--- src/rtl/multi_digit_display_driver.sv ---
// Binary value to multiplexed 7-segment display with leading-zero blanking.
// Define BRIGHTNESS_PWM_EN to add a 4-bit anode duty control (brightness).
module multi_digit_display_driver #(
  parameter int DIGITS       = 4,
  parameter int VALUE_WIDTH  = 14,
  parameter int REFRESH_BITS = 17
) (
  input  logic                   clock,
  input  logic                   reset,
  input  logic [VALUE_WIDTH-1:0] value,
  input  logic                   load,
  input  logic                   blank_lz,
  input  logic [DIGITS-1:0]      dp_mask,
`ifdef BRIGHTNESS_PWM_EN
  input  logic [3:0]             brightness,
`endif
  output logic                   busy,
  output logic [DIGITS-1:0]      anode_signals,
  output logic [6:0]             display_out,
  output logic                   dp_out
);

  localparam int BW = 4 * DIGITS;
  localparam int IW = $clog2(DIGITS);
  localparam int CW = $clog2(VALUE_WIDTH);

  localparam logic [1:0] IDLE    = 2'd0;
  localparam logic [1:0] CONVERT = 2'd1;
  localparam logic [1:0] COMMIT  = 2'd2;

  function automatic logic [31:0] max_val();
    logic [31:0] m;
    m = 32'd1;
    for (int i = 0; i < DIGITS; i++) m = m * 32'd10;
    return m - 32'd1;
  endfunction

  localparam logic [31:0] MAX_VAL = max_val();

  function automatic logic [6:0] seg7(input logic [3:0] d);
    logic [6:0] s;
    case (d)
      4'd0:    s = 7'b0000001;
      4'd1:    s = 7'b1001111;
      4'd2:    s = 7'b0010010;
      4'd3:    s = 7'b0000110;
      4'd4:    s = 7'b1001100;
      4'd5:    s = 7'b0100100;
      4'd6:    s = 7'b0100000;
      4'd7:    s = 7'b0001111;
      4'd8:    s = 7'b0000000;
      4'd9:    s = 7'b0000100;
      default: s = 7'b1111111;
    endcase
    return s;
  endfunction

  logic [1:0]              state_q, state_d;
  logic [CW-1:0]           cnt_q, cnt_d;
  logic [VALUE_WIDTH-1:0]  bin_q, bin_d;
  logic [BW-1:0]           bcd_q, bcd_d;
  logic [BW-1:0]           adj;
  logic                    ovf_pend_q, ovf_pend_d;
  logic [BW-1:0]           digits_q, digits_d;
  logic                    ovf_q, ovf_d;
  logic [REFRESH_BITS-1:0] presc_q, presc_d;
  logic [IW-1:0]           idx_q, idx_d;
  logic [DIGITS-1:0]       anode_q, anode_d;
  logic [6:0]              seg_q, seg_d;
  logic                    dp_q, dp_d;
  logic [DIGITS-1:0]       sel;
  logic [BW-1:0]           upper;
  logic [3:0]              cur;
  logic                    blank;
  logic                    active;

  assign busy          = (state_q != IDLE);
  assign anode_signals = anode_q;
  assign display_out   = seg_q;
  assign dp_out        = dp_q;

  // Conversion FSM: capture, double-dabble shifts, atomic commit.
  always_comb begin
    state_d    = state_q;
    cnt_d      = cnt_q;
    bin_d      = bin_q;
    bcd_d      = bcd_q;
    ovf_pend_d = ovf_pend_q;
    digits_d   = digits_q;
    ovf_d      = ovf_q;
    adj        = bcd_q;
    for (int i = 0; i < DIGITS; i++) begin
      if (adj[4*i +: 4] >= 4'd5) adj[4*i +: 4] = adj[4*i +: 4] + 4'd3;
    end
    unique case (state_q)
      IDLE: begin
        if (load) begin
          state_d    = CONVERT;
          bin_d      = value;
          bcd_d      = '0;
          cnt_d      = '0;
          ovf_pend_d = (32'(value) > MAX_VAL);
        end
      end
      CONVERT: begin
        bcd_d = {adj[BW-2:0], bin_q[VALUE_WIDTH-1]};
        bin_d = bin_q << 1;
        cnt_d = cnt_q + 1'b1;
        if (cnt_q == CW'(VALUE_WIDTH - 1)) state_d = COMMIT;
      end
      COMMIT: begin
        digits_d = bcd_q;
        ovf_d    = ovf_pend_q;
        state_d  = IDLE;
      end
      default: state_d = IDLE;
    endcase
  end

  // Free-running prescaler; scan index steps down on each wrap.
  always_comb begin
    presc_d = presc_q + 1'b1;
    idx_d   = idx_q;
    if (&presc_q) begin
      idx_d = (idx_q == '0) ? IW'(DIGITS - 1) : idx_q - 1'b1;
    end
  end

  // Segment, anode and point values for the currently scanned digit.
  always_comb begin
    sel    = DIGITS'(1) << idx_q;
    cur    = digits_q[{idx_q, 2'b00} +: 4];
    upper  = digits_q >> {idx_q, 2'b00};
    blank  = blank_lz && (idx_q != '0) && (upper == '0);
    active = 1'b1;
`ifdef BRIGHTNESS_PWM_EN
    active = (presc_q[REFRESH_BITS-1 -: 4] <= brightness);
`endif
    anode_d = '1;
    seg_d   = 7'b1111111;
    dp_d    = 1'b1;
    if (ovf_q) begin
      seg_d = 7'b1111110;
      if (active) anode_d = ~sel;
    end else if (blank) begin
      dp_d = ~dp_mask[idx_q];
    end else begin
      seg_d = seg7(cur);
      dp_d  = ~dp_mask[idx_q];
      if (active) anode_d = ~sel;
    end
  end

  // Conversion state and committed digit register.
  always_ff @(posedge clock or negedge reset) begin
    if (!reset) begin
      state_q    <= IDLE;
      cnt_q      <= '0;
      bin_q      <= '0;
      bcd_q      <= '0;
      ovf_pend_q <= 1'b0;
      digits_q   <= '0;
      ovf_q      <= 1'b0;
    end else begin
      state_q    <= state_d;
      cnt_q      <= cnt_d;
      bin_q      <= bin_d;
      bcd_q      <= bcd_d;
      ovf_pend_q <= ovf_pend_d;
      digits_q   <= digits_d;
      ovf_q      <= ovf_d;
    end
  end

  // Scan timing and registered display outputs.
  always_ff @(posedge clock or negedge reset) begin
    if (!reset) begin
      presc_q <= '0;
      idx_q   <= IW'(DIGITS - 1);
      anode_q <= '1;
      seg_q   <= 7'b1111111;
      dp_q    <= 1'b1;
    end else begin
      presc_q <= presc_d;
      idx_q   <= idx_d;
      anode_q <= anode_d;
      seg_q   <= seg_d;
      dp_q    <= dp_d;
    end
  end

endmodule

--- config.mk ---
export PLATFORM = sky130hd
export DESIGN_NAME = multi_digit_display_driver
export DESIGN_NICKNAME = d
export VERILOG_FILES = /design/src/rtl/multi_digit_display_driver.sv
export SDC_FILE = /design/constraint.sdc
export NUM_CORES = 1
export LEC_CHECK = 0
export ABC_AREA = 1
export CAP_MARGIN = 30
export CORE_UTILIZATION = 35
export CTS_BUF_LIST = sky130_fd_sc_hd__clkbuf_16
export CTS_CLUSTER_SIZE = 14
export DETAILED_ROUTE_END_ITERATION = 7
export PLACE_DENSITY = 0.63
export SKIP_CTS_REPAIR_TIMING = 1
export SLEW_MARGIN = 10
export SYNTH_ARGS = -nofsm -noshare
export SYNTH_HDL_FRONTEND = slang
export SYNTH_SLANG_ARGS = --single-unit
--- constraint.sdc ---
create_clock -name clock -period 2.4 [get_ports clock]
set_input_delay 0.24 -clock clock [delete_from_list [all_inputs] [get_ports clock]]
set_output_delay 0.24 -clock clock [all_outputs]
set_load 0.05 [all_outputs]
After elaboration in Yosys (flattened, before gate mapping)
Memory sizes are Yosys's and may differ from the RTL's.
Index checks and enable logic that the tools add are counted.
- register bits after elaboration: 85
- bits in latches: 0
- RAM bits: 0
- ROM bits: 112
- word-level logic and storage cells: 69
- memories kept: 1
- add/subtract/negate cells: 7
- $mul: 0
- divide/modulo/power cells: 0
- $lt $le $gt $ge: 6
- equal/unequal tests: 5
- shift operators: 3
- multiplexer cells: 21
- bitwise gates (word level): 2
- reductions and logical operators: 12
- memory list (name ; words ; bits a word ; rd ports ; clocked after memory_dff ; write ports ; RTL line ; source):
    (no name shown) ; 16 ; 7 ; 1 ; 0 ; 0 ; 42 ; case (d)
- operators by type and width (operator ; number):
    16-bit one-hot mux with 2 select lines ; 1
    14-bit one-hot mux with 2 select lines ; 1
    4-bit 2-to-1 mux ; 6
    17-bit by 1-bit adder with 17-bit output (second input constant) ; 1
    17-bit AND reduction ; 1
    4-bit by 3-bit greater-or-equal comparator with 1-bit output (second input constant) ; 4
    16-bit zero test ; 1
    16-bit 2-to-1 mux ; 1
    16-bit by 5-bit indexed part select with 4-bit output ; 1
    16-bit by 4-bit >> shifter with 16-bit output ; 1
    14-bit greater-than comparator (second input constant) ; 1
    14-bit 2-to-1 mux ; 1
    7-bit 2-to-1 mux ; 2
    4-bit by 2-bit adder with 4-bit output (second input constant) ; 3
    4-bit one-hot mux with 2 select lines ; 1
    2-bit 2-to-1 mux ; 3
    2-bit AND reduction ; 3
    2-bit nonzero test ; 3
    4-bit by 1-bit adder with 4-bit output (second input constant) ; 1
    4-bit equality test (second input constant) ; 1
    2-bit zero test ; 2
    2-bit inequality test (second input constant) ; 2
    4-bit inverter ; 1
    2-bit one-hot mux with 2 select lines ; 1
    11 further kinds ; 13

Depth between registers and ports, before layout
- depth in word-level cells: 5
- mapped depth: 13

Worst setup path after synthesis
Ideal clock, no wire load.
- path kind: reg2reg
- start point: register idx_q[0]
- end point: register seg_q[0] (netlist: display_out[0])
- library setup time: 0.068 ns
- arrival time: 1.779 ns
- setup slack: 0.553 ns
- stages on the path, launching flop included: 13
- buffers on the path: 1
- period minus slack after synthesis: 1.847 ns
- cells stage by stage: dfstp_2 > inv_2 > buf_6 > nand2_1 > nand3_1 > nand2_2 > ha_1 > inv_1 > nor2_1 > nand4_2 > nor3_4 > nand2_4 > a21oi_2
- cells in the longest elaborated chain, start to end: 5
- elaborated cells on any way between the ends: 9
- classes of those cells: 2 x shift; 2 x mux; 4 x reduce/logical; 1 x memory
- RTL lines (item ; RTL line ; source):
    start: declaration ; 67 ; logic [IW-1:0] idx_q, idx_d;
    start signal: assignment ; 179 ; idx_q <= IW'(DIGITS - 1);
    start signal: assignment ; 185 ; idx_q <= idx_d;
    parallel branches: the longest is 3 deep, another holds memory read 16 x 7 bit ; - ;
    7-bit 2-to-1 mux (*) ; 145 ; end else if (blank) begin
    7-bit 2-to-1 mux (*) ; 142 ; if (ovf_q) begin
    via seg_d[0] ; 69 ; logic [6:0] seg_q, seg_d;
    end signal: assignment ; 187 ; seg_q <= seg_d;
    end: declaration ; 69 ;
Mark *: on every way through the listed nets, which the timed path passes.
A chain may end at the register's enable or synchronous reset.

Final worst setup path
- start point: register idx_q[0]
- end point: register anode_q[1] (netlist: anode_signals[1])
- cells in the longest elaborated chain, start to end: 5
- elaborated cells on any way between the ends: 9
- classes of those cells: 2 x shift; 2 x mux; 1 x bitwise; 4 x reduce/logical
- RTL lines (item ; RTL line ; source):
    16-bit by 4-bit >> shifter with 16-bit output / 2-bit nonzero test (equally long branches) ; 133, 134 ;
    16-bit zero test / 1-bit logical AND (equally long branches) ; 134 ; blank = blank_lz && (idx_q != '0) && (upper == '0);
    1-bit logical AND ; 134 ;
    4-bit 2-to-1 mux ; 145 ;
    4-bit 2-to-1 mux (*) ; 142 ;
    via anode_d[1] ; 68 ; logic [DIGITS-1:0] anode_q, anode_d;
    end signal: assignment ; 186 ; anode_q <= anode_d;
    end: declaration ; 68 ;
The timed path passes the listed nets; every way through them passes the cells marked *.

==> metrics.md <==
| Metric | Value |
|---|---|
| Cell area after synthesis | `0.00414 mm2` |
| Layout Utilization | `0.434` |
| Reg2reg start | `idx_q[0]$_DFFE_PN1P_` |
| Outcome | `finished, final reports clean` |
| Vias post-DR | `3144` |
| Minimum clock period after layout | `1.96 ns` |
| DP HPWL | `5950 um` |
| Maxcap violations | `0` |
| First-pass GRT wire length | `14300 um` |
| CP max-delay cell | `dfstp_2` |
| Slowest cell delay on critical path | `0.54 ns` |
| Initial antenna violation count | `0` |
| Worst path required time | `2.66 ns` |
| Most common cell in the netlist | `nand2_1` |
| Clock sink count | `85` |
| Netlist cell types | `36` |
| Final Max Tran Viols | `0` |
| Share of cells above drive strength 1 | `0.104` |
| Tcrit/Tclk final | `0.815` |
| Measured slew at the worst slew-check pin | `0.903 ns` |
| Crit path DAT | `2.22 ns` |
| Worst hold-check path type | `in2async` |
| Die H | `111 um` |
| Asr flop ratio synth | `1.00` |
| Core Area | `0.0115 mm2` |
| Worst setup skew after layout | `0.00955 ns` |
| R2r setup slk | `0.44 ns` |
| Synthesized area per cell | `9.07 um2` |
| GRT overflow | `0` |
| Power per cell area | `1200 mW/mm2` |
| Final-stage net count | `540` |
| Synth area leader | `dfrtp_1` |
| Leak | `0.00238 uW` |
| Final Setup Violations | `0` |
| Hold Violations, Final | `0` |
| Seq/Total Area, Yosys | `0.518` |
| Syn Nets | `500` |
| Setup CP Type | `reg2reg` |
| Area share of the largest cell type after synthesis | `0.429` |
| CTS tree | `yes` |
| Synth Register Bits | `85` |
| Antenna-violating nets left | `0` |
| Largest net degree at the start of global routing | `52` |
| Area delta synth->final | `20.2%` |
| Port bufs | `34` |
| Crit path top cell by count | `nand2_1` |
| Reg-to-Reg End | `anode_signals[1]$_DFF_PN1_` |
| Post-synth top cells | `74 x nand2_1, 71 x dfrtp_1, 56 x inv_1` |
| Drt total wl | `8180 um` |
| EDFF count, synth | `0` |
| Worst Setup End Kind | `flip-flop` |
| # diodes | `0` |
| # DRC | `0` |
| Die area | `0.0123 mm2` |
| Pre-antenna DRT Iters | `4` |
| Most used DFF post-synth | `dfrtp_1` |
| RSZ-0062 raised after global routing | `false` |
| Setup TNS | `0 ns` |
| Max_slew headroom | `0.396` |
| Row count | `39` |
| Leading cell types by total area after synthesis | `dfrtp_1 43%, dfstp_2 8.9%, nand2_1 6.7%` |
| Vias in the first global route | `3123` |
| Total global-route track usage | `0.145` |
| Final GP Congestion | `0.810` |
| Synth warn | `0` |
| Cells on worst reg2reg path | `11` |
| Max FO, Critical Path | `16` |
| CTS clk-pin slew, worst paths | `0.06 ns` |
| Critical Path Source Type | `flip-flop` |
| Drt first-iter violations | `97` |
| Critical-path cell list | `inv_2 -> nand2_1 -> nand2_1 -> o21ai_2 -> ha_1 -> inv_1 -> nor2_1 -> nand4_2 -> nor3_4 -> nand2_4 -> o21ai_1` |
| H-tree level count | `3` |
| Clk buf depth | `2` |
| Io pins | `35` |
| Max Clk Rate | `512 MHz` |
| Initial cell density of the core | `0.361` |
| Total CTS buffers | `9` |
| Fill cells | `1118` |
| Via density | `4.87` |
| WL/cell | `12.7 um` |
| Worst-Skew Late Latency | `0.34 ns` |
| Mapped Cells | `457` |
| CTS Root Cell | `clkbuf_16` |
| Worst VDD drop | `0.716 mV` |
| Width of the die | `111 um` |
-- cells in the final DEF, fill, tap and decap left out, types with 5 or more instances in the layout --
cell,count
o21ai_0,50
a21oi_1,29
inv_1,57
buf_4,6
o22ai_1,18
nand4_1,10
ha_1,21
nand2_1,74
nand3_1,24
xnor2_1,5
xor2_1,12
clkbuf_16,9
clkdlybuf4s50_1,33
dfstp_2,14
dfrtp_1,71
nor2_1,30
-- worst max path at each step --
stage / from / to / slack (ns) / cells after the start
2_1_floorplan: idx_q[0]$_DFFE_PN1P_ / display_out[0]$_DFF_PN1_ / 0.55 / 12
3_3_place_gp: idx_q[0]$_DFFE_PN1P_ / display_out[0]$_DFF_PN1_ / 0.51 / 11
3_5_place_dp: idx_q[0]$_DFFE_PN1P_ / anode_signals[1]$_DFF_PN1_ / 0.44 / 11
4_1_cts: idx_q[0]$_DFFE_PN1P_ / anode_signals[1]$_DFF_PN1_ / 0.42 / 11
5_1_grt: idx_q[0]$_DFFE_PN1P_ / anode_signals[3]$_DFF_PN1_ / 0.21 / 11
6_report: idx_q[0]$_DFFE_PN1P_ / anode_signals[1]$_DFF_PN1_ / 0.44 / 11
-- flip-flops by register name (all words and copies together), names as in the netlist --
signal / cells
anode_signals: 4
bcd_q: 16
bin_q: 14
cnt_q: 4
digits_q: 16
display_out: 7
dp_out: 1
idx_q: 2
ovf_pend_q: 1
ovf_q: 1
presc_q: 17
state_q: 2
-- worst max-delay path, delay by kind of cell, from the launching register on --
| kind | cells | cell delay (ns) |
|---|---|---|
| compound gates | 2 | 0.34 |
| fa+ha+maj | 1 | 0.18 |
| buf+inv | 2 | 0.17 |
| flops | 1 | 0.54 |
| simple gates | 6 | 0.65 |
-- final cells by class --
| type | instances | area (um2) | area share |
|---|---|---|---|
| Clock buffer | 9 | 225 | 0.0452 |
| Clock inverter | 7 | 88.8 | 0.0178 |
| Inverter | 59 | 221 | 0.0445 |
| Multi-Input combinational cell | 301 | 1720 | 0.344 |
| Sequential cell | 85 | 2140 | 0.431 |
| Tap cell | 143 | 179 | 0.0359 |
| Timing Repair Buffer | 41 | 405 | 0.0814 |
-- logic make-up after synthesis --
logic type | count (synthesis) | share of synthesized area
fa+ha+maj | 21 | 0.0634
compound gates | 107 | 0.140
simple gates | 155 | 0.172
buf+inv | 71 | 0.0685
xor+xnor | 17 | 0.0359
mux | 1 | 0.00242
flops | 85 | 0.518
-- metrics by stage --
step	setup WS (ns)	total power [uW]	instances	hold slack, ns	cell area, um2
2_1_floorplan	0.553	3890	457	-0.0556	4140
3_3_place_gp	0.512	4430	628	0.225	4660
3_5_place_dp	0.438	4520	628	0.230	4660
4_1_cts	0.415	6030	644	-0.145	4970
5_1_grt	0.210	6460	645	0.435	4980
6_report	0.445	5960	645	0.388	4980
-- where the power goes --
| group | internal (uW) | switching, uW | leakage, uW |
|---|---|---|---|
| registers | 1950 | 341 | 0.00100 |
| clock network | 908 | 563 | 0.000157 |
| logic | 817 | 1380 | 0.00122 |
| total | 3670 | 2290 | 0.00238 |
-- routing by layer --
| layer | routed length (um) | up-vias | track usage |
|---|---|---|---|
| met1 | 3800 | 1493 | 0.178 |
| met2 | 3950 | 44 | 0.240 |
| met3 | 295 | 11 | 0.0448 |
| met4 | 136 | 0 | 0.0524 |
| met5 | 0 | - | 0 |
| li1 | - | 1596 | - |
Note: power is estimated with default switching activity, not from simulation.
